File: src/rtl/pe_link_port.sv
// pe_link_port: router-side endpoint of the credit-based local link to one PE.
// TX path buffers router flits and forwards them to the PE while credits remain.
// RX path buffers PE flits for the router and returns one credit per flit drained.
`ifndef ROUTER_WIDTH
`define ROUTER_WIDTH 32
`endif

module pe_link_port #(
  parameter int unsigned DATA_WIDTH  = `ROUTER_WIDTH,
  parameter int unsigned TX_DEPTH    = 4,
  parameter int unsigned RX_DEPTH    = 4,
  parameter int unsigned CREDIT_INIT = 4
) (
  input  logic                               clk,
  input  logic                               rst_n,
  input  logic                               rt_in_valid,
  input  logic [DATA_WIDTH-1:0]              rt_in_data,
  output logic                               rt_in_ready,
  output logic                               pe_in_data_valid,
  output logic [DATA_WIDTH-1:0]              pe_in_data,
  input  logic                               pe_upstream_credit,
  input  logic                               pe_out_data_valid,
  input  logic [DATA_WIDTH-1:0]              pe_out_data,
  output logic                               pe_downstream_credit,
  output logic                               rt_out_valid,
  output logic [DATA_WIDTH-1:0]              rt_out_data,
  input  logic                               rt_out_ready,
  output logic [$clog2(CREDIT_INIT+1)-1:0]   credit_cnt,
  output logic                               link_err
);

  localparam int unsigned TX_AW = $clog2(TX_DEPTH);
  localparam int unsigned TX_PW = TX_AW + 1;
  localparam int unsigned RX_AW = $clog2(RX_DEPTH);
  localparam int unsigned RX_PW = RX_AW + 1;
  localparam int unsigned CW    = $clog2(CREDIT_INIT + 1);

  logic [DATA_WIDTH-1:0] tx_mem [TX_DEPTH];
  logic [DATA_WIDTH-1:0] rx_mem [RX_DEPTH];

  logic [TX_PW-1:0] tx_wr_ptr, tx_rd_ptr;
  logic [RX_PW-1:0] rx_wr_ptr, rx_rd_ptr;

  logic tx_full, tx_empty, tx_push, tx_pop;
  logic rx_full, rx_empty, rx_push, rx_pop, rx_drop;

  logic [CW-1:0] credit_nxt;
  logic          credit_ovf;

  // FIFO status from wrap-bit pointer comparison
  always_comb begin
    tx_empty = (tx_wr_ptr == tx_rd_ptr);
    tx_full  = (tx_wr_ptr[TX_AW] != tx_rd_ptr[TX_AW]) &&
               (tx_wr_ptr[TX_AW-1:0] == tx_rd_ptr[TX_AW-1:0]);
    rx_empty = (rx_wr_ptr == rx_rd_ptr);
    rx_full  = (rx_wr_ptr[RX_AW] != rx_rd_ptr[RX_AW]) &&
               (rx_wr_ptr[RX_AW-1:0] == rx_rd_ptr[RX_AW-1:0]);
  end

  // Handshake and transfer qualifiers; ready/valid depend only on registered pointers
  always_comb begin
    rt_in_ready  = !tx_full;
    tx_push      = rt_in_valid && !tx_full;
    tx_pop       = !tx_empty && (credit_cnt != '0);
    rt_out_valid = !rx_empty;
    rt_out_data  = rx_mem[rx_rd_ptr[RX_AW-1:0]];
    rx_pop       = !rx_empty && rt_out_ready;
    rx_push      = pe_out_data_valid && (!rx_full || rx_pop);
    rx_drop      = pe_out_data_valid && rx_full && !rx_pop;
  end

  // Credit counter next state; a return at the ceiling saturates and flags an error
  always_comb begin
    credit_nxt = credit_cnt;
    credit_ovf = 1'b0;
    if (tx_pop && !pe_upstream_credit) begin
      credit_nxt = credit_cnt - CW'(1);
    end else if (!tx_pop && pe_upstream_credit) begin
      if (credit_cnt >= CW'(CREDIT_INIT)) begin
        credit_ovf = 1'b1;
      end else begin
        credit_nxt = credit_cnt + CW'(1);
      end
    end
  end

  // FIFO storage writes; contents are don't-care while the pointers say empty
  always_ff @(posedge clk) begin
    if (tx_push) tx_mem[tx_wr_ptr[TX_AW-1:0]] <= rt_in_data;
    if (rx_push) rx_mem[rx_wr_ptr[RX_AW-1:0]] <= pe_out_data;
  end

  // Pointers, credits, registered PE-side outputs and the sticky error flag
  always_ff @(posedge clk or negedge rst_n) begin
    if (!rst_n) begin
      tx_wr_ptr            <= '0;
      tx_rd_ptr            <= '0;
      rx_wr_ptr            <= '0;
      rx_rd_ptr            <= '0;
      credit_cnt           <= CW'(CREDIT_INIT);
      pe_in_data_valid     <= 1'b0;
      pe_in_data           <= '0;
      pe_downstream_credit <= 1'b0;
      link_err             <= 1'b0;
    end else begin
      if (tx_push) tx_wr_ptr <= tx_wr_ptr + TX_PW'(1);
      if (tx_pop)  tx_rd_ptr <= tx_rd_ptr + TX_PW'(1);
      if (rx_push) rx_wr_ptr <= rx_wr_ptr + RX_PW'(1);
      if (rx_pop)  rx_rd_ptr <= rx_rd_ptr + RX_PW'(1);
      credit_cnt       <= credit_nxt;
      pe_in_data_valid <= tx_pop;
      if (tx_pop) pe_in_data <= tx_mem[tx_rd_ptr[TX_AW-1:0]];
      pe_downstream_credit <= rx_pop;
      if (credit_ovf || rx_drop) link_err <= 1'b1;
    end
  end

endmodule
File: config.mk
export PLATFORM = sky130hd
export DESIGN_NAME = pe_link_port
export DESIGN_NICKNAME = d
export VERILOG_FILES = /design/src/rtl/pe_link_port.sv
export SDC_FILE = /design/constraint.sdc
export NUM_CORES = 1
export LEC_CHECK = 0
export BUFFER_PORTS_ARGS = -buffer_cell sky130_fd_sc_hd__clkbuf_2
export CAP_MARGIN = 20
export CORE_UTILIZATION = 40
export CTS_CLUSTER_SIZE = 40
export DETAILED_ROUTE_END_ITERATION = 8
export HOLD_SLACK_MARGIN = 0.08
export PLACE_DENSITY = 0.58
export SLEW_MARGIN = 40
export SYNTH_ARGS = -nofsm -noshare
export SYNTH_HDL_FRONTEND = slang
export SYNTH_SLANG_ARGS = --single-unit
File: constraint.sdc
create_clock -name clk -period 9.2 [get_ports clk]
set_input_delay 0.46 -clock clk [delete_from_list [all_inputs] [get_ports clk]]
set_output_delay 0.46 -clock clk [all_outputs]
set_load 0.03 [all_outputs]
======== Word level (Yosys, flattened, before mapping) ========
Memory sizes are Yosys's and may differ from the RTL's. A register that Yosys moved wholly into a read port is not among the register bits.
Index checks and enable logic that the tools add are counted.
word-level totals
  memories kept ........................... 2
  output and inout bits ................... 72
  latch bits .............................. 0
  memory bits (read-only) ................. 0
  bits in registers ....................... 18
  memory bits (writable) .................. 256
  input port bits ......................... 70
  word-level logic and storage cells ...... 57
memories
  name    words  bits a word  rd ports  clocked after Yosys merged registers in  write ports  RTL line  source
  rx_mem  4      32           1         0                                        1            39        logic [DATA_WIDTH-1:0] rx_mem [RX_DEPTH];
  tx_mem  4      32           1         1                                        1            38        logic [DATA_WIDTH-1:0] tx_mem [TX_DEPTH];
operators by class
  equal/unequal tests ..................... 7
  bitwise operators ....................... 0
  multipliers ............................. 0
  mux-type cells .......................... 10
  reductions and logical operators ........ 23
  magnitude comparators ................... 1
  shift-type cells ........................ 0
  add/subtract/negate cells ............... 6
  divide/modulo/power cells ............... 0
operators with widths
  operator               number
  $add A3 B1 Y3 const B  5
  $logic_and A1 B1 Y1    10
  $mux W3                3
  $logic_not A1 Y1       8
  $mux W1                7
  $eq A3 B3 Y1           2
  $eq A2 B2 Y1           2
  $ge A3 B3 Y1 const B   1
  $reduce_bool A3 Y1     1
  $sub A3 B1 Y3 const B  1
  $logic_or A1 B1 Y1     2
  $ne A1 B1 Y1           2
  $ne A2 B2 Y1 const B   1
  $reduce_and A2 Y1      1
  $reduce_bool A2 Y1     1

======== Logic depth before layout (Yosys ltp) ========
Gate-level depths: netlist of run 1.
  word-level depth ........................ 8
  mapped depth ............................ 10
  depth with buffers taken out ............ 8

======== Worst setup path after synthesis of run 1 ========
Ideal clock, no wire load.
  path type ............................... register to register
  start point ............................. register tx_rd_ptr[1]
  end point ............................... memory tx_mem[3][0] (netlist name) (enable)
  slack ................................... 6171 ps
  setup time .............................. 444 ps
  arrival ................................. 2584 ps
  data required time ...................... 8756 ps
  path buffers ............................ 1
  cell stages (with the launch flop) ...... 4
  clock period less this slack ............ 3029 ps
  cells stage by stage .................... dfrtp_1 -> buf_6 -> xnor2_2 -> a31oi_1
between the ends
  cells in the longest elaborated chain, start to end .. 6
ends and longest elaborated chain
  element                        RTL line  source
  from (decl)                    41        logic [TX_PW-1:0] tx_wr_ptr, tx_rd_ptr;
  from (signal assigned)         107       if (tx_pop) tx_rd_ptr <= tx_rd_ptr + TX_PW'(1);
  $eq A2 B2 Y1                   54        (tx_wr_ptr[TX_AW-1:0] == tx_rd_ptr[TX_AW-1:0]);
  $logic_and A1 B1 Y1            53        tx_full = (tx_wr_ptr[TX_AW] != tx_rd_ptr[TX_AW]) &&
  $logic_not A1 Y1               63        tx_push = rt_in_valid && !tx_full;
  $logic_and A1 B1 Y1            63
  $mux W1                        89        if (tx_push) tx_mem[tx_wr_ptr[TX_AW-1:0]] <= rt_in_data;
  $mux W1 (implied by the code)  89
  to (decl)                      38
No other way between the ends.

======== Final worst setup path of run 1 ========
  start point ............................. register tx_rd_ptr[0]
  end point ............................... register credit_cnt[1]
between the ends
  elaborated cells between the ends (all ways) .. 10
  those cells by class .................... eq/ne (2); mux (1); reduce/logical (7)
RTL lines
  element               RTL line  source
  $eq A3 B3 Y1          52        tx_empty = (tx_wr_ptr == tx_rd_ptr);
  $logic_not A1 Y1      64        tx_pop = !tx_empty && (credit_cnt != '0);
  $logic_and A1 B1 Y1   64
  $logic_and A1 B1 Y1   76        if (tx_pop && !pe_upstream_credit) begin
  $mux W3               76
  net credit_nxt[1]     47        logic [CW-1:0] credit_nxt;
  to (signal assigned)  100       credit_cnt <= CW'(CREDIT_INIT);
  to (signal assigned)  110       credit_cnt <= credit_nxt;
  to (decl)             28        output logic [$clog2(CREDIT_INIT+1)-1:0] credit_cnt,
The timed path passes the listed nets, and every way through them passes these cells.
A chain may end at the register's enable or synchronous reset.

==> results.py, run 1 <==
metrics = {
    "route": {
        "wl_per_cell_um": 19.6,
        "vias": 5343,
        "first_pass_iters": 4,
        "drtIter0Drc": 354,
        "drc": 0,
        "vias_per_cell": 4.96,
        "wl_um": 21100,
        "antenna_left": 0,
    },
    "clock_tree": {
        "cts_max_level": 2,
        "clk_latency_ns": 0.50,
        "cts-resized-gates": 0,
        "cts_tree": "built",
        "cts_root_buffer": "clkbuf_16",
        "cts.sinks": 306,
        "clkTransAtPathRegs_ns": 0.06,
        "cts_buffers": 34,
        "cts_buffer_depth": 3,
        "post-cts-setup-buffers": 0,
        "hold_buffers": 0,
    },
    "synth": {
        "ys_warn_count": 0,
        "syn_area_um2": 11600,
        "synth.net_count": 588,
        "ys_types": 34,
        "ys_ff_latch": 306,
        "netlist_instances": 504,
        "synth_ff_type": "edfxtp_1",
        "synth_sequential_area_ratio_pct": 77.3,
        "avgSynthCellArea_um2": 23.0,
        "synth_edf_count": 256,
        "async_flop_share_pct": 16.3,
    },
    "grt": {
        "grt_max_degree": 51,
        "grt_pass1_wl_um": 32500,
        "antenna_found_initial": 3,
        "grtUsageTotal_pct": 14.8,
        "grt-ovfl-total": 0,
        "grt_pass1_vias": 5939,
    },
    "critical_path": {
        "worstSetupStartpointType": "flop",
        "required_ns": 9.58,
        "cp.arrival_ns": 3.13,
        "worstSetupEndpointType": "flop",
        "crit_fanout": 35,
        "critical_path_class": "reg -> reg",
    },
    "sta": {
        "worstMarginPinSlew_ns": 0.695,
        "slew_violations": 0,
        "setup_tns_ns": 0,
        "slew_headroom_pct": 53.7,
        "skew_ns": 0.0202,
        "worst_slack_ns": 6.45,
        "rsz0062_at_grt": "no",
        "fmax_ghz": 0.363,
        "fin_crit_sh_pct": 29.9,
        "min_period_ns": 2.75,
        "hold_violations": 0,
        "setup_viol": 0,
    },
    "final_layout": {
        "regArea_um2": 8950,
        "final_layout_size_suffix_gt1_share_pct": 45.2,
        "final_nets": 758,
        "multi_input_area_um2": 2490,
        "fin_cells": 1078,
        "area_growth_pct": 20.5,
        "final_common_cell": "edfxtp_1",
        "fill_cells": 2380,
        "most-common-layout-cells": "256 x edfxtp_1, 141 x clkbuf_2, 64 x mux4_2, 45 x dfrtp_1, 35 x clkbuf_16",
    },
    "worst_hold_path": {
        "hp-class": "in -> async",
    },
    "floorplanning": {
        "fp.dieArea_um2": 29600,
        "row_count": 61,
        "core-area_um2": 28100,
        "die_h_um": 172,
        "start_util_pct": 41.2,
        "ios": 142,
        "die_w_um": 172,
    },
    "placed_design": {
        "dp_cells": 1016,
        "pre_cts_slack_ns": 6.38,
        "io_buffer_count": 141,
        "gp_congestion": 0.720,
        "place_hpwl_um": 13300,
    },
    "pwr": {
        "p_leak_nw": 5.03,
        "powerDensity_nw_per_um2": 376,
        "max-vdd-ir-drop_mv": 0.179,
    },
    "status": {
        "status": "finished, final reports clean",
    },
    "job": {
        "cap_violations": 0,
    },
}
## layer usage
metal  vias up  track usage, %  share of wire, %
met5         -               0              0.12
met2       148            26.1                51
met4         4            4.73               2.2
met1      2751            17.6                40
met3        40            4.10               6.8
li1       2400               -                 -
## final timing paths
kind | slack [ns] | cells past startpoint | to | start
min reg2reg | 0.49 | 1 | rx_rd_ptr[2] | rx_rd_ptr[2]
min in group clk | 0.17 | 1 | tx_mem[0][27] | rt_in_data[27]
max in group asynchronous | 8.59 | 2 | rx_rd_ptr[1] | rst_n
max | 6.45 | 7 | credit_cnt[1] | tx_rd_ptr[0]
min | 0.08 | 2 | pe_in_data[3] | rst_n
max reg2reg | 6.45 | 7 | credit_cnt[1] | tx_rd_ptr[0]
## area by class of cell
| class | instances | share of cell area [%] |
|---|---|---|
| clock buffers | 52 | 7.03 |
| flip-flops and latches | 306 | 64.2 |
| repair buffers | 153 | 6.30 |
| clock inverters | 9 | 0.718 |
| well taps | 378 | 3.39 |
| inverters | 16 | 0.431 |
| diodes | 1 | 0.0180 |
| multi-input cells | 163 | 17.9 |
## cell usage after synthesis, types with 4 or more instances
cell      instances  area share [%]
mux2_2           31             3.0
dfrtp_1          49              11
and2_1            4            0.22
xor2_1            9            0.68
buf_6             5            0.49
buf_2             7            0.30
edfxtp_1        256              66
xnor2_1           8            0.61
mux2_4            6            0.78
ha_1             14             1.5
clkbuf_1          6            0.19
mux4_2           64              12
inv_1            16            0.52
## power by group
| group | internal, mW | total, mW | switching [mW] |
|---|---|---|---|
| clock | 0.790 | 1.29 | 0.500 |
| combinational | 0.775 | 1.84 | 1.06 |
| sequential | 1.91 | 2.11 | 0.203 |
| total | 3.48 | 5.24 | 1.77 |
## state kept, by name (all words and copies together) (netlist names)
name                  count
rx_mem                  128
tx_wr_ptr                 3
credit_cnt                3
link_err                  1
pe_in_data_valid          1
rx_rd_ptr                 3
rx_wr_ptr                 3
pe_in_data               32
pe_downstream_credit      1
tx_mem                  128
tx_rd_ptr                 3
## stage by stage
stage / hold WS, ns / util, % / instance area [um^2] / total power [mW]
after floorplan: 0.164 / - / 11600 / 3.49
after global placement: 0.471 / 45.3 / 12700 / 3.94
after detailed placement: 0.476 / 45.8 / 12900 / 4.03
after CTS: 0.106 / 49.6 / 13900 / 5.33
after global routing: 0.143 / 49.6 / 13900 / 5.51
final: 0.0848 / 49.6 / 13900 / 5.24
## worst max-delay path, cell delays in order, from the launching register on
cell and delay (ns):
dfrtp_2 0.33, buf_4 0.56, xnor2_2 0.26, a31oi_4 0.46
ha_1 0.31, xor2_1 0.19, ha_1 0.25, mux2_2 0.26
## cell families (layout without fill, tap and decap cells)
logic type / after synthesis / in the layout / share of synthesized area (%)
fa+ha+maj: 14 / 14 / 1.51
other cells: 0 / 1 / 0
xor+xnor: 19 / 19 / 1.57
mux: 101 / 101 / 16.3
compound gates: 14 / 14 / 1.16
buf+inv: 35 / 230 / 1.57
flops: 306 / 306 / 77.3
simple gates: 15 / 15 / 0.681
Note: power is estimated with default switching activity, not from simulation.
==> run 2: changes to the inputs <==
- clock period: 9.2 -> 2.58 ns (I/O delays scaled with it)
==> results.py, run 2 (same netlist as run 1, synthesis figures left out) <==
metrics = {
    "sta": {
        "rsz0062_at_grt": "no",
        "worstMarginPinSlew_ns": 0.736,
        "skew_ns": 0.0209,
        "min_period_ns": 2.43,
        "worst_slack_ns": 0.152,
        "slew_headroom_pct": 50.9,
        "fin_crit_sh_pct": 94.1,
        "slew_violations": 0,
        "fmax_ghz": 0.412,
        "hold_violations": 0,
        "setup_viol": 0,
    },
    "clock_tree": {
        "cts_tree": "built",
        "cts.sinks": 306,
        "cts_buffers": 34,
        "cts_root_buffer": "clkbuf_16",
        "clkTransAtPathRegs_ns": 0.06,
        "cts_max_level": 2,
        "post-cts-setup-buffers": 0,
        "cts_buffer_depth": 3,
        "clk_latency_ns": 0.51,
    },
    "critical_path": {
        "worstSetupEndpointType": "output pin",
        "worstSetupStartpointType": "flop",
        "crit_fanout": 35,
        "required_ns": 2.45,
        "critical_path_class": "reg -> out",
        "cp.arrival_ns": 2.30,
    },
    "floorplanning": {
        "die_h_um": 172,
        "core-area_um2": 28100,
        "start_util_pct": 41.2,
        "die_w_um": 172,
        "ios": 142,
        "fp.dieArea_um2": 29600,
        "row_count": 61,
    },
    "final_layout": {
        "final_layout_size_suffix_gt1_share_pct": 42.1,
        "fin_cells": 1154,
        "final_nets": 835,
        "area_growth_pct": 27.1,
        "regArea_um2": 8940,
        "final_common_cell": "edfxtp_1",
        "fill_cells": 2273,
        "antennaDiodeCount": 0,
        "most-common-layout-cells": "256 x edfxtp_1, 140 x clkbuf_2, 68 x dlygate4sd3_1, 64 x mux4_2, 47 x dfrtp_1",
        "multi_input_area_um2": 2490,
    },
    "route": {
        "drc": 0,
        "drtIter0Drc": 293,
        "first_pass_iters": 4,
        "vias_per_cell": 4.92,
        "wl_um": 22400,
        "vias": 5679,
        "antenna_left": 0,
        "wl_per_cell_um": 19.4,
    },
    "worst_hold_path": {
        "hp-class": "in -> async",
    },
    "grt": {
        "antenna_found_initial": 0,
        "grt-ovfl-total": 0,
        "grtUsageTotal_pct": 15.7,
        "grt_max_degree": 36,
        "grt_pass1_vias": 6273,
        "grt_pass1_wl_um": 34700,
    },
    "status": {
        "status": "finished, final reports clean",
    },
    "pwr": {
        "max-vdd-ir-drop_mv": 1.09,
        "powerDensity_nw_per_um2": 1290,
        "p_leak_nw": 5.38,
    },
    "placed_design": {
        "gp_congestion": 0.719,
        "pre_cts_slack_ns": 0.340,
        "dp_cells": 1025,
        "io_buffer_count": 141,
        "place_hpwl_um": 13600,
    },
    "job": {
        "cap_violations": 0,
    },
}
[run 2: cell count changes in the layout (fill, tap and decap cells not counted), moves of 2 or more]
cell and delta:
dfrtp_4 -2, buf_4 +4, buf_12 +5, dlygate4sd3_1 +68
clkbuf_1 -7, dfrtp_1 +2, clkinvlp_4 -2, buf_16 -2
inv_6 +2, and2_2 +3, clkinv_2 +4, buf_8 +2
clkinv_1 +3, and2_4 -3
[run 2: final timing paths]
check                                         from              end  slack [ns]  cells after the start
worst max-delay path                  rx_rd_ptr[0]  rt_out_data[28]        0.15                      3
min in group clk                pe_upstream_credit    credit_cnt[2]        0.23                      5
worst min-delay path                         rst_n    pe_in_data[7]        0.18                      2
worst min register to register        rx_rd_ptr[2]     rx_rd_ptr[2]        0.49                      1
max in group asynchronous                    rst_n   pe_in_data[14]        1.82                      3
worst max register to register        tx_wr_ptr[1]    credit_cnt[2]        0.31                      8
[run 2: cell type report]
class / instances / area share [%]
tap: 378 / 3.21
timing repair buffer: 230 / 11.3
inverter: 16 / 0.408
multi-input combinational: 163 / 16.9
sequential: 306 / 60.8
clock inverter: 17 / 1.02
clock buffer: 44 / 6.31
[run 2: timing repair]
item | in CTS | in global routing
gates resized for setup | 0 | 0
hold endpoints to repair | 314 | 0
hold buffers | 68 | 0
setup endpoints to repair | 0 | 0
[run 2: through the flow]
step | utilization, % | hold slack [ns] | TNS, ns | power (mW) | area, um^2
CTS | 52.4 | 0.153 | 0 | 19.3 | 14700
global route | 52.4 | 0.210 | 0 | 20.0 | 14700
global placement | 45.7 | 0.311 | 0 | 14.2 | 12800
detailed placement | 46.1 | 0.157 | 0 | 14.5 | 13000
finish | 52.4 | 0.182 | 0 | 19.0 | 14700
floorplan | - | -0.167 | -20.48 | 12.4 | 11600
[run 2: routing by layer]
metal	vias up	GRT usage, %	wire length (um)
li1	2553	-	-
met1	2931	19.3	9390
met2	153	27.3	11200
met3	42	4.01	1410
met4	0	4.85	463
met5	-	0	0
[run 2: critical path, stage by stage, from the launching register on]
cell      delay (ns)
dfrtp_2         0.37
buf_4           0.59
mux4_2          0.63
clkbuf_2        0.21
[run 2: report_power, final]
part	switching, mW	total, mW	internal (mW)
clock network	1.86	4.62	2.75
logic	4.16	7.10	2.95
registers	0.466	7.27	6.80
total	6.49	19.0	12.5
